===== config.mk =====
export PLATFORM = sky130hd
export DESIGN_NAME = count_monitor
export DESIGN_NICKNAME = d
export VERILOG_FILES = /design/src/rtl/count_monitor.sv
export SDC_FILE = /design/constraint.sdc
export NUM_CORES = 1
export LEC_CHECK = 0
export ABC_CLOCK_PERIOD_IN_PS = 2900
export BUFFER_PORTS_ARGS = -buffer_cell sky130_fd_sc_hd__buf_2
export CAP_MARGIN = 0
export CORE_MARGIN = 5
export CORE_UTILIZATION = 60
export CTS_BUF_LIST = sky130_fd_sc_hd__clkbuf_8
export CTS_CLUSTER_SIZE = 8
export DETAILED_ROUTE_END_ITERATION = 10
export GPL_ROUTABILITY_DRIVEN = 0
export GPL_TIMING_DRIVEN = 0
export PLACE_DENSITY = 0.79
export SETUP_SLACK_MARGIN = 0.3
export SLEW_MARGIN = 20
export SYNTH_ARGS = -nofsm -noshare
export SYNTH_HDL_FRONTEND = slang
export SYNTH_SLANG_ARGS = --single-unit
export TNS_END_PERCENT = 30

===== constraint.sdc =====
create_clock -name clock -period 2.9 [get_ports clock]
set_clock_uncertainty 0.1 [all_clocks]
set_input_delay 0.29 -clock clock [delete_from_list [all_inputs] [get_ports clock]]
set_output_delay 0.29 -clock clock [all_outputs]
set_load 0.005 [all_outputs]

===== src/rtl/count_monitor.sv =====
// Sequence checker for a 4-bit up-counter: tracks +1 steps, counts 15->0 wraps,
// flags stalls after STALL_LIMIT repeats and latches illegal jumps until acknowledged.
module count_monitor #(
  parameter int unsigned STALL_LIMIT = 8,
  parameter int unsigned WRAP_W      = 8
) (
  input  logic              clock,
  input  logic              clear,
  input  logic [3:0]        count_in,
  input  logic              up_clear,
  input  logic              err_ack,
  output logic              wrap_pulse,
  output logic [WRAP_W-1:0] wrap_count,
  output logic              stall,
  output logic              seq_error,
  output logic [1:0]        state
);

  localparam int unsigned CNT_W  = 4;
  localparam int unsigned SCNT_W = 8;
  localparam logic [SCNT_W-1:0] LIMIT    = SCNT_W'(STALL_LIMIT);
  localparam logic [WRAP_W-1:0] WRAP_MAX = '1;
  localparam logic [CNT_W-1:0]  CNT_MAX  = '1;

  typedef enum logic [1:0] {
    IDLE  = 2'd0,
    TRACK = 2'd1,
    STALL = 2'd2,
    FAULT = 2'd3
  } state_e;

  state_e              state_q, state_d;
  logic [CNT_W-1:0]    prev_q, prev_d;
  logic [SCNT_W-1:0]   scnt_q, scnt_d;
  logic [WRAP_W-1:0]   wrap_cnt_q, wrap_cnt_d;
  logic                pulse_q, pulse_d;
  logic                stall_q, stall_d;
  logic                err_q, err_d;

  logic [CNT_W-1:0]    delta;
  logic [SCNT_W-1:0]   scnt_inc;

  always_comb begin
    state_d    = state_q;
    prev_d     = prev_q;
    scnt_d     = scnt_q;
    wrap_cnt_d = wrap_cnt_q;
    pulse_d    = 1'b0;
    stall_d    = stall_q;
    err_d      = err_q;
    delta      = count_in - prev_q;
    scnt_inc   = scnt_q + SCNT_W'(1);

    unique case (state_q)
      IDLE: begin
        scnt_d  = '0;
        stall_d = 1'b0;
        state_d = TRACK;
      end
      TRACK, STALL: begin
        // upstream clear outranks delta evaluation
        if (up_clear) begin
          stall_d = 1'b0;
          if (count_in == '0) begin
            state_d = TRACK;
            scnt_d  = '0;
          end else begin
            state_d = FAULT;
            err_d   = 1'b1;
          end
        end else if (delta == CNT_W'(1)) begin
          state_d = TRACK;
          scnt_d  = '0;
          stall_d = 1'b0;
          if (prev_q == CNT_MAX) begin
            pulse_d = 1'b1;
            if (wrap_cnt_q != WRAP_MAX) wrap_cnt_d = wrap_cnt_q + WRAP_W'(1);
          end
        end else if (delta == '0) begin
          if (state_q == TRACK) begin
            scnt_d = scnt_inc;
            if (scnt_inc == LIMIT) begin
              state_d = STALL;
              stall_d = 1'b1;
            end
          end
        end else begin
          state_d = FAULT;
          stall_d = 1'b0;
          err_d   = 1'b1;
        end
      end
      FAULT: begin
        if (err_ack) begin
          state_d    = IDLE;
          err_d      = 1'b0;
          wrap_cnt_d = '0;
        end
      end
      default: state_d = IDLE;
    endcase

    // the faulting sample is not trusted as a new reference
    if (state_q != FAULT) prev_d = count_in;
  end

  always_ff @(posedge clock or negedge clear) begin
    if (!clear) begin
      state_q    <= IDLE;
      prev_q     <= '0;
      scnt_q     <= '0;
      wrap_cnt_q <= '0;
      pulse_q    <= 1'b0;
      stall_q    <= 1'b0;
      err_q      <= 1'b0;
    end else begin
      state_q    <= state_d;
      prev_q     <= prev_d;
      scnt_q     <= scnt_d;
      wrap_cnt_q <= wrap_cnt_d;
      pulse_q    <= pulse_d;
      stall_q    <= stall_d;
      err_q      <= err_d;
    end
  end

  assign wrap_pulse = pulse_q;
  assign wrap_count = wrap_cnt_q;
  assign stall      = stall_q;
  assign seq_error  = err_q;
  assign state      = state_q;

endmodule


Word-level counts from Yosys, hierarchy flattened

Index checks and enable logic that the tools add are counted.

Logic and storage cells: 78
Output and inout port bits: 13
Bits of input ports: 8
Flip-flop bits (word level): 25

Equal/unequal tests: 21
Multiplexer cells: 36
Add/subtract/negate cells: 3
Reductions and logical operators: 11

Operators with widths:

| operator                                             | number |
|---|---|
| two-way mux 8 bit                                    | 10 |
| case mux 8 bit (2 select lines)                      | 2 |
| adder 8 x 1 -> 8 bit (second input constant)         | 2 |
| two-way mux 1 bit                                    | 14 |
| two-way mux 2 bit                                    | 7 |
| inequality test 2 bit (second input constant)        | 6 |
| inequality test 3 bit (second input constant)        | 4 |
| inequality test 5 bit (second input constant)        | 2 |
| equality test 8 x 4 -> 1 bit (second input constant) | 1 |
| zero test 4 bit                                      | 2 |
| inequality test 4 bit (second input constant)        | 2 |
| inequality test 8 bit (second input constant)        | 1 |
| case mux 2 bit (3 select lines)                      | 1 |
| AND reduction 3 bit                                  | 2 |
| AND reduction 6 bit                                  | 1 |
| AND reduction 5 bit                                  | 1 |
| equality test 2 bit (second input constant)          | 2 |
| equality test 4 x 1 -> 1 bit (second input constant) | 1 |
| equality test 4 bit (second input constant)          | 1 |
| case mux 1 bit (2 select lines)                      | 2 |
| AND reduction 4 bit                                  | 1 |
| nonzero test 2 bit                                   | 2 |
| subtractor 4 bit                                     | 1 |
| equality test 2 x 1 -> 1 bit (second input constant) | 1 |
| other kinds (2)                                      | 2 |

Depth between registers and ports, before layout

Word-level depth: 8
Depth in mapped cells: 11
Gate-level depth less buffers: 10

Worst setup path after synthesis

OpenSTA, ideal clock, no wires.

Path type: register to register
Start: reg prev_q[0]
End: reg scnt_q[5]
Stages on the path, launching flop included: 10
Slack: 0.255 ns
Arrival time: 2.479 ns
Clock period less this slack: 2.645 ns
Setup time: 0.066 ns
Path buffers: 0
Data required time: 2.734 ns
Cell sequence: dfrtp_1 -> ha_1 -> inv_1 -> fa_1 -> xnor2_1 -> or2b_2 -> a2111oi_4 -> nand2b_2 -> or4_1 -> nand2_1

Word-level cells in the longest chain between the ends: 5
Elaborated cells on any way between the ends: 9
Classes of those cells: 1 x add/sub; 3 x eq/ne; 3 x mux; 2 x reduce/logical

RTL lines:

| what                            | line | text |
|---|---|---|
| from (decl)                     | 33   | `logic [CNT_W-1:0] prev_q, prev_d;` |
| from (signal assigned)          | 118  | `prev_q <= prev_d;` |
| subtractor 4 bit (*)            | 51   | `delta = count_in - prev_q;` |
| equality test 4 x 1 -> 1 bit    | 71   | `end else if (delta == CNT_W'(1)) begin` |
| two-way mux 8 bit               | 71   |  |
| two-way mux 8 bit               | 62   | `if (up_clear) begin` |
| case mux 8 bit (2 select lines) | 54   | `unique case (state_q)` |
| to (signal assigned)            | 119  | `scnt_q <= scnt_d;` |
| to (decl)                       | 34   | `logic [SCNT_W-1:0] scnt_q, scnt_d;` |

Mark *: on every way between the ends. The rest lies on a longest branch, timed or not.
A chain may end at the register's enable or synchronous reset.

Worst setup path in the final report

Same ends and word-level chain as after synthesis.

==> summary.md <==
| Metric | Value |
|---|---|
| Final Slew Violations | `0` |
| Syn Inst Count | `183` |
| DRC | `0` |
| Fmax | `398.2 MHz` |
| Main area contributors after synthesis | `dfrtp_1 37%, ha_1 7.5%, o21ai_0 4.5%` |
| Critical path required time | `3020 ps` |
| Crit Path Class | `reg -> reg` |
| Chip height | `62.88 microns` |
| Count of cell types in the netlist | `47` |
| Max cap viols | `0` |
| GR met1 Demand/Resource | `28.08%` |
| Leading area contributor after synthesis | `dfrtp_1` |
| Initial DRC Count | `114` |
| Detail Route Antenna Nets | `0` |
| Flop and latch count out of synthesis | `25` |
| Post-DP Area | `1817 sq um` |
| Initial antenna violation count | `0` |
| CTS Sinks | `25` |
| Pleak | `0.8454 nW` |
| Post-synthesis sequential area ratio | `37.29%` |
| Core ar. | `2710 sq um` |
| Multi-input gate area | `1066 sq um` |
| Status | `finished clean` |
| H-tree depth | `1` |
| Die X | `62.88 microns` |
| Num rows | `19` |
| Total Power | `1.916 mW` |
| Clock buffer count from CTS | `3` |
| Clk pwr share | `10.8%` |
| Filler cell count | `209` |
| Dominant synthesized flop cell | `dfrtp_1` |
| Initial core utilization | `61.91%` |
| Number of top-level pins | `21` |
| P_sw | `0.8945 mW` |
| Mapped Nets | `202` |
| Share of cells above drive strength 1 | `23.58%` |
| Number of global-route vias before repair | `1506` |
| Clock slew at reported path FFs | `90 ps` |
| Worst-case headroom to the max-slew limit | `61.10%` |
| Synth Cell Area | `1678 sq um` |
| Internal Power | `1.022 mW` |
| Fin. Hold Viols | `0` |
| Crit share post-route | `86.60%` |
| # diodes | `0` |
| I/O Buffers | `20` |
| Worst vdd ir | `0.0008741 V` |
| Root buffer cell | `clkbuf_8` |
| Crit. Startpoint | `prev_q[0]$_DFFE_PN0N_` |
| Final Instance Area | `1974 sq um` |
| Largest net degree at the start of global routing | `26` |
| Worst-Skew Late Latency | `270 ps` |
| Global-route wire length before repair | `7127 microns` |
| Met3 global-route usage | `2.878%` |
| Synth-to-Final Area Change | `17.67%` |
| Sequential cell area | `626.9 sq um` |
| Post-synth top area share | `37.29%` |
| Hold Startpoint | `count_in[3]` |
| Busiest metal layer after global routing | `met2` |
| Crit-path max FO | `5` |
| Syn_area_per_cell | `9.169 sq um` |
| Final WL | `4110 microns` |
| WL/cell | `16.91 microns` |
| First-pass iteration count of the detailed router | `4` |
| Critical path endpoint category | `flip-flop` |
| NumNets Final | `232` |
| Crit path arrival time | `2630 ps` |
| RR Startpoint | `prev_q[0]$_DFFE_PN0N_` |
| RSZ-0062 raised after global routing | `true` |
| Post-DP HPWL | `2797 microns` |
| Power per cell area | `970.4 nW/um^2` |
| Net Sw Frac | `46.68%` |
| Synth Warn # | `0` |
| Sequential Power Share | `28.9%` |
| Asr flop ratio synth | `100.0%` |
| Clock buffer depth | `2` |
| Via-to-Cell Ratio | `6.428` |
| Critical path launch point type | `flip-flop` |
| Final setup vio count | `0` |
| GRT Resource Usage Total | `21.80%` |
| Min Tclk post-route | `2512 ps` |
| Number of enable flip-flop cells after synthesis | `0` |
| Min-delay worst type | `in -> reg` |
| Die area | `3954 sq um` |
| Met2 Resource Use GR | `37.56%` |
| CTS tree | `yes` |
| Via count | `1562` |
| Logic pwr share | `60.4%` |
| GRT Residual Overflow | `0` |
| Actual slew at the worst max-slew pin | `583.4 ps` |
[repair_timing]
action | CTS | global route
hold buffers | 1 | 0
resized for setup | 5 | 14
pin swaps | 1 | 3
buffers inserted | 3 | 1
hold endpoints to repair | 25 | 0
endpoints found under the setup margin | 14 | 18
[layer usage]
metal | wire (microns) | vias up | share of wire, %
met3 | 128 | 7 | 3.1
met2 | 2167 | 48 | 53
met4 | 78 | 0 | 1.9
met5 | 0 | - | 0
li1 | - | 746 | -
met1 | 1734 | 761 | 42
[layout make-up]
type                       instances  area share, %
clock inverter                     1         0.1901
clock buffer                       3          2.091
timing repair buffer              25          7.098
inverter                           9          1.711
sequential                        25          31.75
tap                               31          1.965
multi-input combinational        144          53.99
buffer                             5          1.204
[power groups by stage]
| stage | logic, mW | clock network (mW) | registers [mW] |
|---|---|---|---|
| 2_1_floorplan | 0.737 | 0 | 0.539 |
| 3_3_place_gp | 0.938 | 0 | 0.548 |
| 5_1_grt | 1.28 | 0.231 | 0.572 |
| 3_5_place_dp | 0.980 | 0 | 0.557 |
| 4_1_cts | 1.04 | 0.207 | 0.549 |
| 6_report | 1.16 | 0.206 | 0.553 |
[registers in the layout, indices dropped and copies added, names as in the netlist]
register and cells:
wrap_count 8, scnt_q 8, wrap_pulse 1, state 2, stall 1, prev_q 4
seq_error 1
[cell usage after synthesis, drive strengths merged, types with 2 or more instances]
| cell | count |
|---|---|
| ha | 10 |
| nor2 | 6 |
| nand2 | 17 |
| and3 | 4 |
| clkbuf | 4 |
| o211ai | 2 |
| nor4b | 2 |
| or2b | 2 |
| nand2b | 7 |
| a221o | 4 |
| nand3b | 2 |
| o21ai | 15 |
| or4 | 2 |
| a21o | 3 |
| nor3 | 8 |
| nor4 | 6 |
| mux2 | 3 |
| xnor2 | 2 |
| nor3b | 2 |
| a21oi | 8 |
| nor2b | 6 |
| a211oi | 2 |
| a31oi | 3 |
| dfrtp | 25 |
| mux2i | 2 |
| nand4 | 2 |
| nand3 | 8 |
| inv | 9 |
| o31ai | 2 |
[through the flow]
step	utilization (%)	setup WS [ps]	hold WS [ps]	std cells	TNS, ps
finish	72.85	388.5	191.0	243	0
global route	72.85	266.8	192.1	243	0
CTS	70.73	261.1	196.4	242	0
detailed placement	67.04	-10.61	219.5	234	-10.61
global placement	67.04	80.27	210.4	234	0
floorplan	-	382.9	-105.6	183	0
[final timing paths]
kind                                         endpoint  slack [ps]  cells after the start
worst min-delay path            prev_q[3]$_DFFE_PN0N_         190                      2
max in group asynchronous        state[0]$_DFFE_PN0P_        1830                      2
min in group asynchronous       scnt_q[5]$_DFFE_PN0P_         450                      2
worst min register to register  scnt_q[7]$_DFFE_PN0P_         410                      1
worst max register to register  scnt_q[5]$_DFFE_PN0P_         390                      9
worst max-delay path            scnt_q[5]$_DFFE_PN0P_         390                      9
[logic make-up (layout without fill, tap and decap cells)]
family	after synthesis	count (layout)	share of synthesized area (%)
adders and majority gates	11	11	8.650
buffers and inverters	14	43	3.206
AOI/OAI and AO/OA	48	48	20.36
and+or+nand+nor	77	77	25.73
xor gates and xnor gates	3	3	1.566
muxes	5	5	3.206
DFF	25	25	37.29
[cell usage in the layout, fill, tap and decap left out, drive strengths merged, types with 2 or more instances in the layout]
cell type	count
o31ai	2
inv	10
buf	25
o211ai	2
or2b	2
or4	2
nor3	8
nor4b	2
xnor2	2
ha	10
nand2b	7
dfrtp	25
a31oi	3
mux2	3
nor2b	6
a21oi	8
nand3b	2
nor3b	2
o21ai	15
nor2	6
a211oi	2
nand2	17
nor4	6
a21o	3
and3	4
nand3	8
a221o	4
mux2i	2
nand4	2
clkbuf	7
[worst max-delay path: stages (launching register included)]
cell and delay (ps):
dfrtp_1 370, ha_2 180, inv_1 60, fa_2 330
xnor2_1 140, or2b_4 320, a2111oi_4 300, nand2b_4 80
or4_1 500, nand2_1 70
No activity file was read; power rests on OpenSTA's default activity.
